**config.mk**
```make
export PLATFORM = sky130hd
export DESIGN_NAME = led_snap_buf
export DESIGN_NICKNAME = d
export VERILOG_FILES = /design/src/rtl/led_snap_buf.sv
export SDC_FILE = /design/constraint.sdc
export NUM_CORES = 1
export LEC_CHECK = 0
export ABC_AREA = 1
export CAP_MARGIN = 0
export CORE_MARGIN = 2
export CORE_UTILIZATION = 40
export CTS_CLUSTER_DIAMETER = 120
export DETAILED_ROUTE_END_ITERATION = 12
export GPL_TIMING_DRIVEN = 0
export REMOVE_ABC_BUFFERS = 1
export SYNTH_ARGS = -nofsm -noshare
export SYNTH_HDL_FRONTEND = slang
export SYNTH_SLANG_ARGS = --single-unit
```
**constraint.sdc**
```tcl
create_clock -name clk -period 2.5 [get_ports clk]
set_input_delay 0.25 -clock clk [delete_from_list [all_inputs] [get_ports clk]]
set_output_delay 0.25 -clock clk [all_outputs]
set_load 0.1 [all_outputs]
```
**src/rtl/led_snap_buf.sv**
```systemverilog
// LED debug snapshot buffer: debounced capture/browse buttons fill and walk an
// 8-entry history of led_in words, shown on led_out while freeze is high.
module led_snap_buf #(
  parameter int DB_CYCLES = 50000,
  parameter int DEPTH     = 8
) (
  input  logic        clk,
  input  logic        rst,
  input  logic [15:0] led_in,
  input  logic        btn_cap,
  input  logic        btn_prev,
  input  logic        freeze,
  output logic [15:0] led_out,
  output logic [3:0]  count,
  output logic [2:0]  idx
);

  localparam int CNT_W = (DB_CYCLES > 2) ? $clog2(DB_CYCLES) : 1;
  localparam logic [CNT_W-1:0] DB_LAST = CNT_W'(DB_CYCLES - 1);

  // bit 0 = capture button, bit 1 = browse button
  logic [1:0]       btn_raw;
  logic [1:0]       btn_s1_p0, btn_s2_p1, btn_db_p2, btn_db_d_p2;
  logic [CNT_W-1:0] db_cnt_p2 [2];
  logic             frz_s1_p0, frz_s2_p1, frz_d_p2;
  logic             cap_p, prev_p, frz_rise;

  logic [15:0]      hist_mem [DEPTH];
  logic [2:0]       wr_ptr;
  logic [2:0]       rd_ptr;
  logic [15:0]      led_sel;
  logic [15:0]      led_p3;

  assign btn_raw = {btn_prev, btn_cap};

  // Stages p0/p1: two-flop synchronizers; p2: debounce and edge history
  always_ff @(posedge clk or negedge rst) begin
    if (!rst) begin
      btn_s1_p0   <= '0;
      btn_s2_p1   <= '0;
      btn_db_p2   <= '0;
      btn_db_d_p2 <= '0;
      frz_s1_p0   <= 1'b0;
      frz_s2_p1   <= 1'b0;
      frz_d_p2    <= 1'b0;
      for (int i = 0; i < 2; i++) db_cnt_p2[i] <= '0;
    end else begin
      btn_s1_p0   <= btn_raw;
      btn_s2_p1   <= btn_s1_p0;
      btn_db_d_p2 <= btn_db_p2;
      frz_s1_p0   <= freeze;
      frz_s2_p1   <= frz_s1_p0;
      frz_d_p2    <= frz_s2_p1;
      for (int i = 0; i < 2; i++) begin
        if (btn_s2_p1[i] == btn_db_p2[i]) begin
          db_cnt_p2[i] <= '0;
        end else if (db_cnt_p2[i] == DB_LAST) begin
          btn_db_p2[i] <= btn_s2_p1[i];
          db_cnt_p2[i] <= '0;
        end else begin
          db_cnt_p2[i] <= db_cnt_p2[i] + 1'b1;
        end
      end
    end
  end

  assign cap_p    = btn_db_p2[0] & ~btn_db_d_p2[0];
  assign prev_p   = btn_db_p2[1] & ~btn_db_d_p2[1];
  assign frz_rise = frz_s2_p1 & ~frz_d_p2;

  // Stage p3: history bookkeeping; capture outranks browse and freeze edges
  always_ff @(posedge clk or negedge rst) begin
    if (!rst) begin
      wr_ptr <= '0;
      count  <= '0;
      idx    <= '0;
    end else if (cap_p) begin
      wr_ptr <= wr_ptr + 3'd1;
      if (count != 4'd8) count <= count + 4'd1;
      idx    <= '0;
    end else if (frz_rise) begin
      idx <= '0;
    end else if (prev_p && (count != 4'd0)) begin
      idx <= (({1'b0, idx} + 4'd1) < count) ? idx + 3'd1 : 3'd0;
    end
  end

  always_ff @(posedge clk) begin
    if (cap_p) hist_mem[wr_ptr] <= led_in;
  end

  assign rd_ptr = wr_ptr - 3'd1 - idx;

  always_comb begin
    led_sel = '0;
    if (!frz_s2_p1) led_sel = led_in;
    else if (count != 4'd0) led_sel = hist_mem[rd_ptr];
  end

  always_ff @(posedge clk or negedge rst) begin
    if (!rst) led_p3 <= '0;
    else      led_p3 <= led_sel;
  end

  assign led_out = led_p3;

endmodule
```
# After elaboration in Yosys (flattened, before gate mapping)

Memories as Yosys holds them, arrays and structs flattened.
Cells that the tools add are included.

Bits in registers: 69
Input port bits: 21
Memories: 1
Logic and storage cells: 55
Memory bits (writable): 128
Output and inout bits: 23

Memory list:

| name     | words | bits a word | read ports | clocked after memory_dff | wr ports | RTL line | source |
|---|---|---|---|---|---|---|---|
| hist_mem | 8     | 16          | 1          | 0                        | 1        | 28       | `logic [15:0] hist_mem [DEPTH];` |

Equal/unequal tests: 5
Reductions and logical operators: 6
Add/subtract/negate cells: 8
$lt $le $gt $ge: 1
Bitwise operators: 8
Mux-type cells: 12

Operators with widths:

| kind                                                                | number |
|---|---|
| 16-bit 2-to-1 mux                                                   | 6 |
| 16-bit by 1-bit adder with 16-bit output (second input constant)    | 2 |
| 16-bit == test (second input constant)                              | 2 |
| 3-bit 2-to-1 mux                                                    | 4 |
| 3-bit by 1-bit adder with 3-bit output (second input constant)      | 2 |
| 2-bit AND reduction                                                 | 3 |
| 1-bit inverter                                                      | 5 |
| 3-bit by 1-bit adder with 4-bit output (second input constant)      | 1 |
| 4-bit by 1-bit adder with 4-bit output (second input constant)      | 1 |
| 4-bit < comparator                                                  | 1 |
| 4-bit != test (second input constant)                               | 1 |
| 4-bit nonzero test                                                  | 1 |
| 1-bit AND                                                           | 3 |
| 3-bit nonzero test                                                  | 1 |
| 3-bit by 1-bit subtractor with 3-bit output (second input constant) | 1 |
| 3-bit subtractor                                                    | 1 |
| 1-bit == test                                                       | 2 |
| 1-bit 2-to-1 mux                                                    | 2 |
| 1-bit logical AND                                                   | 1 |

# Longest topological paths before layout

Gate-level depths: netlist (run 1).

Depth after elaboration: 6
Depth in mapped cells: 12
Gate-level depth less buffers: 11

# Worst setup path after synthesis (run 1)

No wires, ideal clock.

Kind: register to register
From: reg idx[0]
To: reg led_p3[4] (netlist: led_out[4])
Slack: -0.157 ns
Stages on the path, launching flop included: 11
Arrival: 2.539 ns
Path buffers: 2
Clock period less this slack: 2.657 ns
Data required time: 2.381 ns
Setup time: 0.119 ns
Path through: dfrtp_1 > inv_1 > ha_1 > fa_1 > buf_2 > clkbuf_1 > nand3_1 > nand2_1 > nand2_2 > nand3_1 > nand2_1

Longest elaborated chain between the ends: 4

RTL lines:

| what                     | RTL line | source |
|---|---|---|
| start: declaration       | 15       | `output logic [2:0] idx` |
| start signal: assignment | 84       | `idx <= (({1'b0, idx} + 4'd1) < count) ? idx + 3'd1 : 3'd0;` |
| 3-bit subtractor         | 92       | `assign rd_ptr = wr_ptr - 3'd1 - idx;` |
| memory read 8 x 16 bit   | --       |  |
| 16-bit 2-to-1 mux        | 97       | `else if (count != 4'd0) led_sel = hist_mem[rd_ptr];` |
| 16-bit 2-to-1 mux        | 96       | `if (!frz_s2_p1) led_sel = led_in;` |
| net led_sel[4]           | 31       | `logic [15:0] led_sel;` |
| end signal: assignment   | 102      | `else led_p3 <= led_sel;` |
| end: declaration         | 32       | `logic [15:0] led_p3;` |

The timed path passes the listed nets, and every way through them passes these cells.
A chain may end at the register's enable or synchronous reset.

# Worst setup path after layout (run 1)

From: reg idx[2]
To: out idx[2]

No word-level cell between the ends.

==> impl_metrics.tcl, run 1 <==
set metrics [dict create \
    wl_per_cell_um 15.4 \
    synthMuxAreaShare_pct 0 \
    cts_root_buffer "clkbuf_16" \
    p_seq_share_pct 54.3 \
    hold_class "in2async" \
    placed_area_um2 9340 \
    slew_viol_final 0 \
    synth-async-reset-ratio_pct 35.0 \
    ys_seq_area_share_pct 65.6 \
    cts_max_level 4 \
    fin_tns_setup_ns 0 \
    instances_no_fill 1182 \
    routed_wl_mm 18.3 \
    path_cells "clkdlybuf4s50_1" \
    core_um2 21000 \
    synth_ff_type "edfxtp_1" \
    power.internal_mw 4.92 \
    grt_pass1_wl_mm 29.2 \
    cp_max_fo 6 \
    vdd_ir_drop_max_v 0.000486 \
    synth_area_per_cell_um2 10.2 \
    dp_cells 1140 \
    clock-sinks 197 \
    power.total_mw 6.47 \
    cts_buffers 17 \
    die_area_um2 22400 \
    vias 5667 \
    grt.total_usage_pct 17.3 \
    grt_pass1_vias 5588 \
    mappedNetlistArea_um2 8490 \
    final_common_cell "nand2_1" \
    drtIter0Drc 344 \
    first_pass_iters 4 \
    num_antenna_cells 0 \
    p_leak_nw 4.04 \
    rsz0062_at_grt "false" \
    finalHoldViolations 0 \
    finalCritPeriodShare_pct 92.8 \
    detail-route-antenna-nets 0 \
    critPathMaxStageDelay_ns 1.18 \
    synth_compound_area_share_pct 1.52 \
    crit_required_ns 2.25 \
    port_buffers 43 \
    synth_edf_count 128 \
    die_w_um 150 \
    switchingPower_mw 1.55 \
    final_cell_mix "nand2_1 (310), edfxtp_1 (128), nand3_1 (96), dfrtp_1 (69), nor2_1 (66)" \
    synth-adder-area-share_pct 1.71 \
    grt_max_degree 65 \
    crit_type "reg2out" \
    path_buf_inv 1 \
    ys_types 33 \
    arrival_ns 2.07 \
    m1WireLength_mm 8.08 \
    wl_met2_mm 9.24 \
    antenna_found_initial 1 \
    areaGrowthSynthToFinish_pct 18.2 \
    period_minus_slack_ns 2.32 \
    synth_simple_gate_area_share_pct 25.1 \
    routabilityCongestion 0.812 \
    cts_tree "yes" \
    slew_headroom_pct 14.8 \
    layout-drive-gt1-share_pct 8.82 \
    finalNetCount 926 \
    clock_power_share_pct 41.6 \
    path_clk_slew_ns 0.08 \
    max_freq_ghz 0.431 \
    fp.dieH_um 150 \
    wl_met3_um 750 \
    p_comb_share_pct 4.1 \
    post-dp-hpwl_mm 10.7 \
    clk_path_buf_depth 2 \
    overflow 0 \
    rows 53 \
    yosysWarnings 0 \
    top_layer_used "met4" \
    tightestPinTransition_ns 1.27 \
    num_io_pins 44 \
    setup_slack_ns 0.179 \
    timing.hold.ws_ns 0.220 \
    place_ws_ns -0.970 \
    drt_drc_violations_left 0 \
    swShare_pct 24.0 \
    synth-seq-cells 197 \
    end_kind "output port" \
    outcome "complete, no violations" \
    cp-start-kind "flop" \
    stdcell_area_um2 10000 \
    final_util_pct 47.9 \
    drv_cap 0 \
    finalClockSkew_ns 0.0148 \
    slowest_stage "clkdlybuf4s50_1" \
    clkLatencyLatePin_ns 0.44 \
    synth_xor_area_share_pct 2.06 \
    syn_inst 836 \
    finalSetupViolCount 0 \
    synth_top_family_by_area "simple AND/OR/NAND/NOR gates" \
    via_per_inst 4.79 \
    powerDensity_nw_per_um2 644 \
    initial_core_util_pct 40.5 \
    path_delay_family "buffers and inverters" \
]
[kinds of logic (layout without fill, tap and decap cells)]
family          Yosys count  after routing
buf+inv                  73            144
flops                   197            197
compound gates           22             22
xor+xnor                 20             20
simple gates            513            513
fa+ha+maj                11             11
[flip-flops by register name (all words and copies together) (netlist names)]
signal,cells
wr_ptr,3
btn_db_d_p2,2
btn_s2_p1,2
count,4
btn_s1_p0,2
db_cnt_p2,32
hist_mem,128
frz_d_p2,1
frz_s1_p0,1
idx,3
frz_s2_p1,1
btn_db_p2,2
led_out,16
[power by group through the flow]
stage | registers [mW] | clock network, mW | logic (mW)
2_1_floorplan | 3.68 | 0 | 0.0384
3_3_place_gp | 3.58 | 0 | 0.263
3_5_place_dp | 3.59 | 0 | 0.271
4_1_cts | 3.51 | 2.75 | 0.272
5_1_grt | 3.52 | 2.88 | 0.291
6_report | 3.51 | 2.69 | 0.267
[layout make-up]
cell class | count | area, um^2
fillers | 1934 | 10900
flip-flops and latches | 197 | 5570
inverters | 49 | 190
repair buffers | 62 | 723
multi-input cells | 566 | 2620
repair inverters | 1 | 7.51
well taps | 275 | 344
clock buffers | 18 | 429
clock inverters | 14 | 159
[what timing repair did]
action / 4_1_cts / 5_1_grt
setup buffers: 8 / 0
resized for setup: 3 / 1
cloned: 1 / 0
endpoints found under the setup margin: 16 / 3
hold buffers: 1 / 0
hold endpoints to repair: 14 / 0
pin swaps: 1 / 0
[cells in the mapped netlist, types with 2 or more instances]
library cell / instances / share of area, %
xnor2_1: 4 / 0.41
xor2_1: 16 / 1.7
nand2_1: 310 / 14
edfxtp_1: 128 / 45
o21bai_1: 3 / 0.27
buf_4: 6 / 0.53
nand4_1: 7 / 0.52
nand2_2: 6 / 0.44
buf_2: 13 / 0.77
inv_1: 45 / 2.0
o21ai_0: 5 / 0.29
dfrtp_1: 69 / 20
nand3_2: 2 / 0.24
ha_1: 10 / 1.5
clkbuf_1: 2 / 0.088
a21oi_1: 10 / 0.59
nand3_1: 96 / 5.7
buf_6: 2 / 0.27
inv_2: 4 / 0.18
nor3_1: 9 / 0.53
nor3b_1: 2 / 0.18
nor2_2: 3 / 0.22
nor2_1: 74 / 3.3
[worst paths after layout]
kind | start | end | slack, ns | cells after the start
max | idx[2] | idx[2] | 0.18 | 1
min | rst | led_out[3] | 0.22 | 2
max reg2reg | idx[0] | led_out[1] | 0.19 | 11
min reg2reg | btn_s1_p0[1] | btn_s2_p1[1] | 0.35 | 0
max in group asynchronous | rst | db_cnt_p2[29] | 1.69 | 3
min in group clk | btn_cap | btn_s1_p0[0] | 0.25 | 1
[routing by layer]
layer | GRT usage [%] | up-vias
met4 | 5.52 | 0
li1 | - | 2869
met5 | 0 | -
met2 | 29.0 | 95
met1 | 22.3 | 2691
met3 | 3.90 | 12
Power figures use the tool's default switching activity.
==> run 2: changes to the inputs <==
Settings changed: CORE_MARGIN 2 to 4, GPL_ROUTABILITY_DRIVEN from default to 0.
==> run 2 against run 1 <==
  * First-iteration DRC count decreased by 9.0%
  * Sequential share of layout area about the same
  * Count of clock-buffer cells in the layout grew 1
  * Clock power about the same
  * Clock skew is 0.0043 ns lower
  * Combinational power about the same
  * Via count increased by 1.3%
  * Worst hold slack worse by 0.042 ns
  * Maximum frequency shrank 1.1%
  * Worst setup slack lost 0.026 ns
  * Sequential power about the same
  * Non-clock buffer count is 2 higher
==> impl_metrics.tcl, run 2 (same netlist as run 1, synthesis figures left out) <==
set metrics [dict create \
    setup_slack_ns 0.153 \
    tightestPinTransition_ns 1.18 \
    p_leak_nw 4.03 \
    grt.total_usage_pct 15.9 \
    routed_wl_mm 18.2 \
    vdd_ir_drop_max_v 0.000487 \
    antenna_found_initial 0 \
    slew_viol_final 0 \
    r2r_setup_slack_ns 0.16 \
    clkLatencyLatePin_ns 0.43 \
    vias 5740 \
    finalSetupViolCount 0 \
    cts_buffers 17 \
    detail-route-antenna-nets 0 \
    cp-start-kind "flop" \
    path_clk_slew_ns 0.07 \
    finalCritPeriodShare_pct 93.9 \
    path_cells "buf_4 -> clkdlybuf4s50_1" \
    place_ws_ns -1.01 \
    core_um2 21000 \
    cts_root_buffer "clkbuf_16" \
    rows 53 \
    overflow 0 \
    period_minus_slack_ns 2.35 \
    grt_max_degree 65 \
    critPathMaxStageDelay_ns 1.13 \
    stdcell_area_um2 10000 \
    cp_max_fo 5 \
    end_kind "output port" \
    finalHoldViolations 0 \
    crit_required_ns 2.25 \
    slew_headroom_pct 20.8 \
    largest_reg_flops 128 \
    fin_tns_setup_ns 0 \
    num_antenna_cells 0 \
    placed_area_um2 9330 \
    fp.dieH_um 154 \
    rsz0062_at_grt "false" \
    hold_class "in2async" \
    port_buffers 43 \
    r2r_cells 10 \
    powerDensity_nw_per_um2 643 \
    finalClockSkew_ns 0.0105 \
    crit_type "reg2out" \
    initial_core_util_pct 40.5 \
    slowest_stage "clkdlybuf4s50_1" \
    arrival_ns 2.10 \
    cts_max_level 4 \
    areaGrowthSynthToFinish_pct 18.2 \
    grt_pass1_wl_mm 29.3 \
    final_cell_mix "nand2_1 (310), edfxtp_1 (128), nand3_1 (96), dfrtp_1 (68), nor2_1 (66)" \
    die_area_um2 23600 \
    drt_drc_violations_left 0 \
    post-dp-hpwl_mm 10.9 \
    layout-drive-gt1-share_pct 9.24 \
    num_io_pins 44 \
    power.total_mw 6.45 \
    grt_pass1_vias 5535 \
    die_w_um 154 \
    drtIter0Drc 313 \
    wl_per_cell_um 15.3 \
    via_per_inst 4.85 \
    first_pass_iters 5 \
    final_common_cell "nand2_1" \
    top_register "hist_mem" \
    clk_path_buf_depth 2 \
    clock-sinks 197 \
    max_freq_ghz 0.426 \
    drv_cap 0 \
    outcome "complete, no violations" \
    finalNetCount 928 \
    cts_tree "yes" \
]
run 2: final cells by class:
cell class | instances | area [um^2]
Fill cell | 1953 | 10900
Timing Repair inverter | 1 | 7.51
Clock buffer | 19 | 453
Clock inverter | 13 | 124
Timing Repair Buffer | 64 | 722
Sequential cell | 197 | 5570
Multi-Input combinational cell | 566 | 2620
Tap cell | 275 | 344
Inverter | 49 | 190
run 2: stage by stage:
step / cells / util [%] / hold WS, ns
4_1_cts: 1182 / 47.8 / 0.167
6_report: 1184 / 47.9 / 0.178
3_5_place_dp: 1140 / 44.5 / 0.0867
5_1_grt: 1184 / 47.9 / 0.197
2_1_floorplan: 812 / - / -0.0456
3_3_place_gp: 1130 / 43.5 / 0.336
run 2: final timing paths:
kind                                   start            to
max in group asynchronous                rst        idx[0]
worst min-delay path                     rst   led_out[13]
worst max-delay path                  idx[0]        idx[0]
min in group clk                      freeze     frz_s1_p0
worst max register to register        idx[0]   led_out[10]
worst min register to register  btn_s1_p0[0]  btn_s2_p1[0]
run 2: critical path: cells and delay by family, from the launching register on:
family,cells,cell delay [ns]
DFF,1,0.40
buffers and inverters,2,1.26
run 2: timing repair:
action / 4_1_cts / 5_1_grt
hold buffers: 1 / 0
hold endpoints to repair: 69 / 0
setup endpoints to repair: 16 / 16
pin swaps: 1 / 2
buffers inserted: 8 / 2
resized for setup: 5 / 1
cloned: 1 / 0
run 2: where the power goes:
| group | switching [mW] | internal [mW] |
|---|---|---|
| clock network | 1.23 | 1.44 |
| registers | 0.0148 | 3.50 |
| logic | 0.194 | 0.0714 |
| total | 1.44 | 5.01 |
run 2: routing by layer:
metal  GRT usage, %  part of all wire (%)  wire (um)
met5              0                     0          0
met4           4.96                   1.8        318
met3           3.10                   4.0        721
met2           26.4                    48       8670
met1           21.1                    46       8440
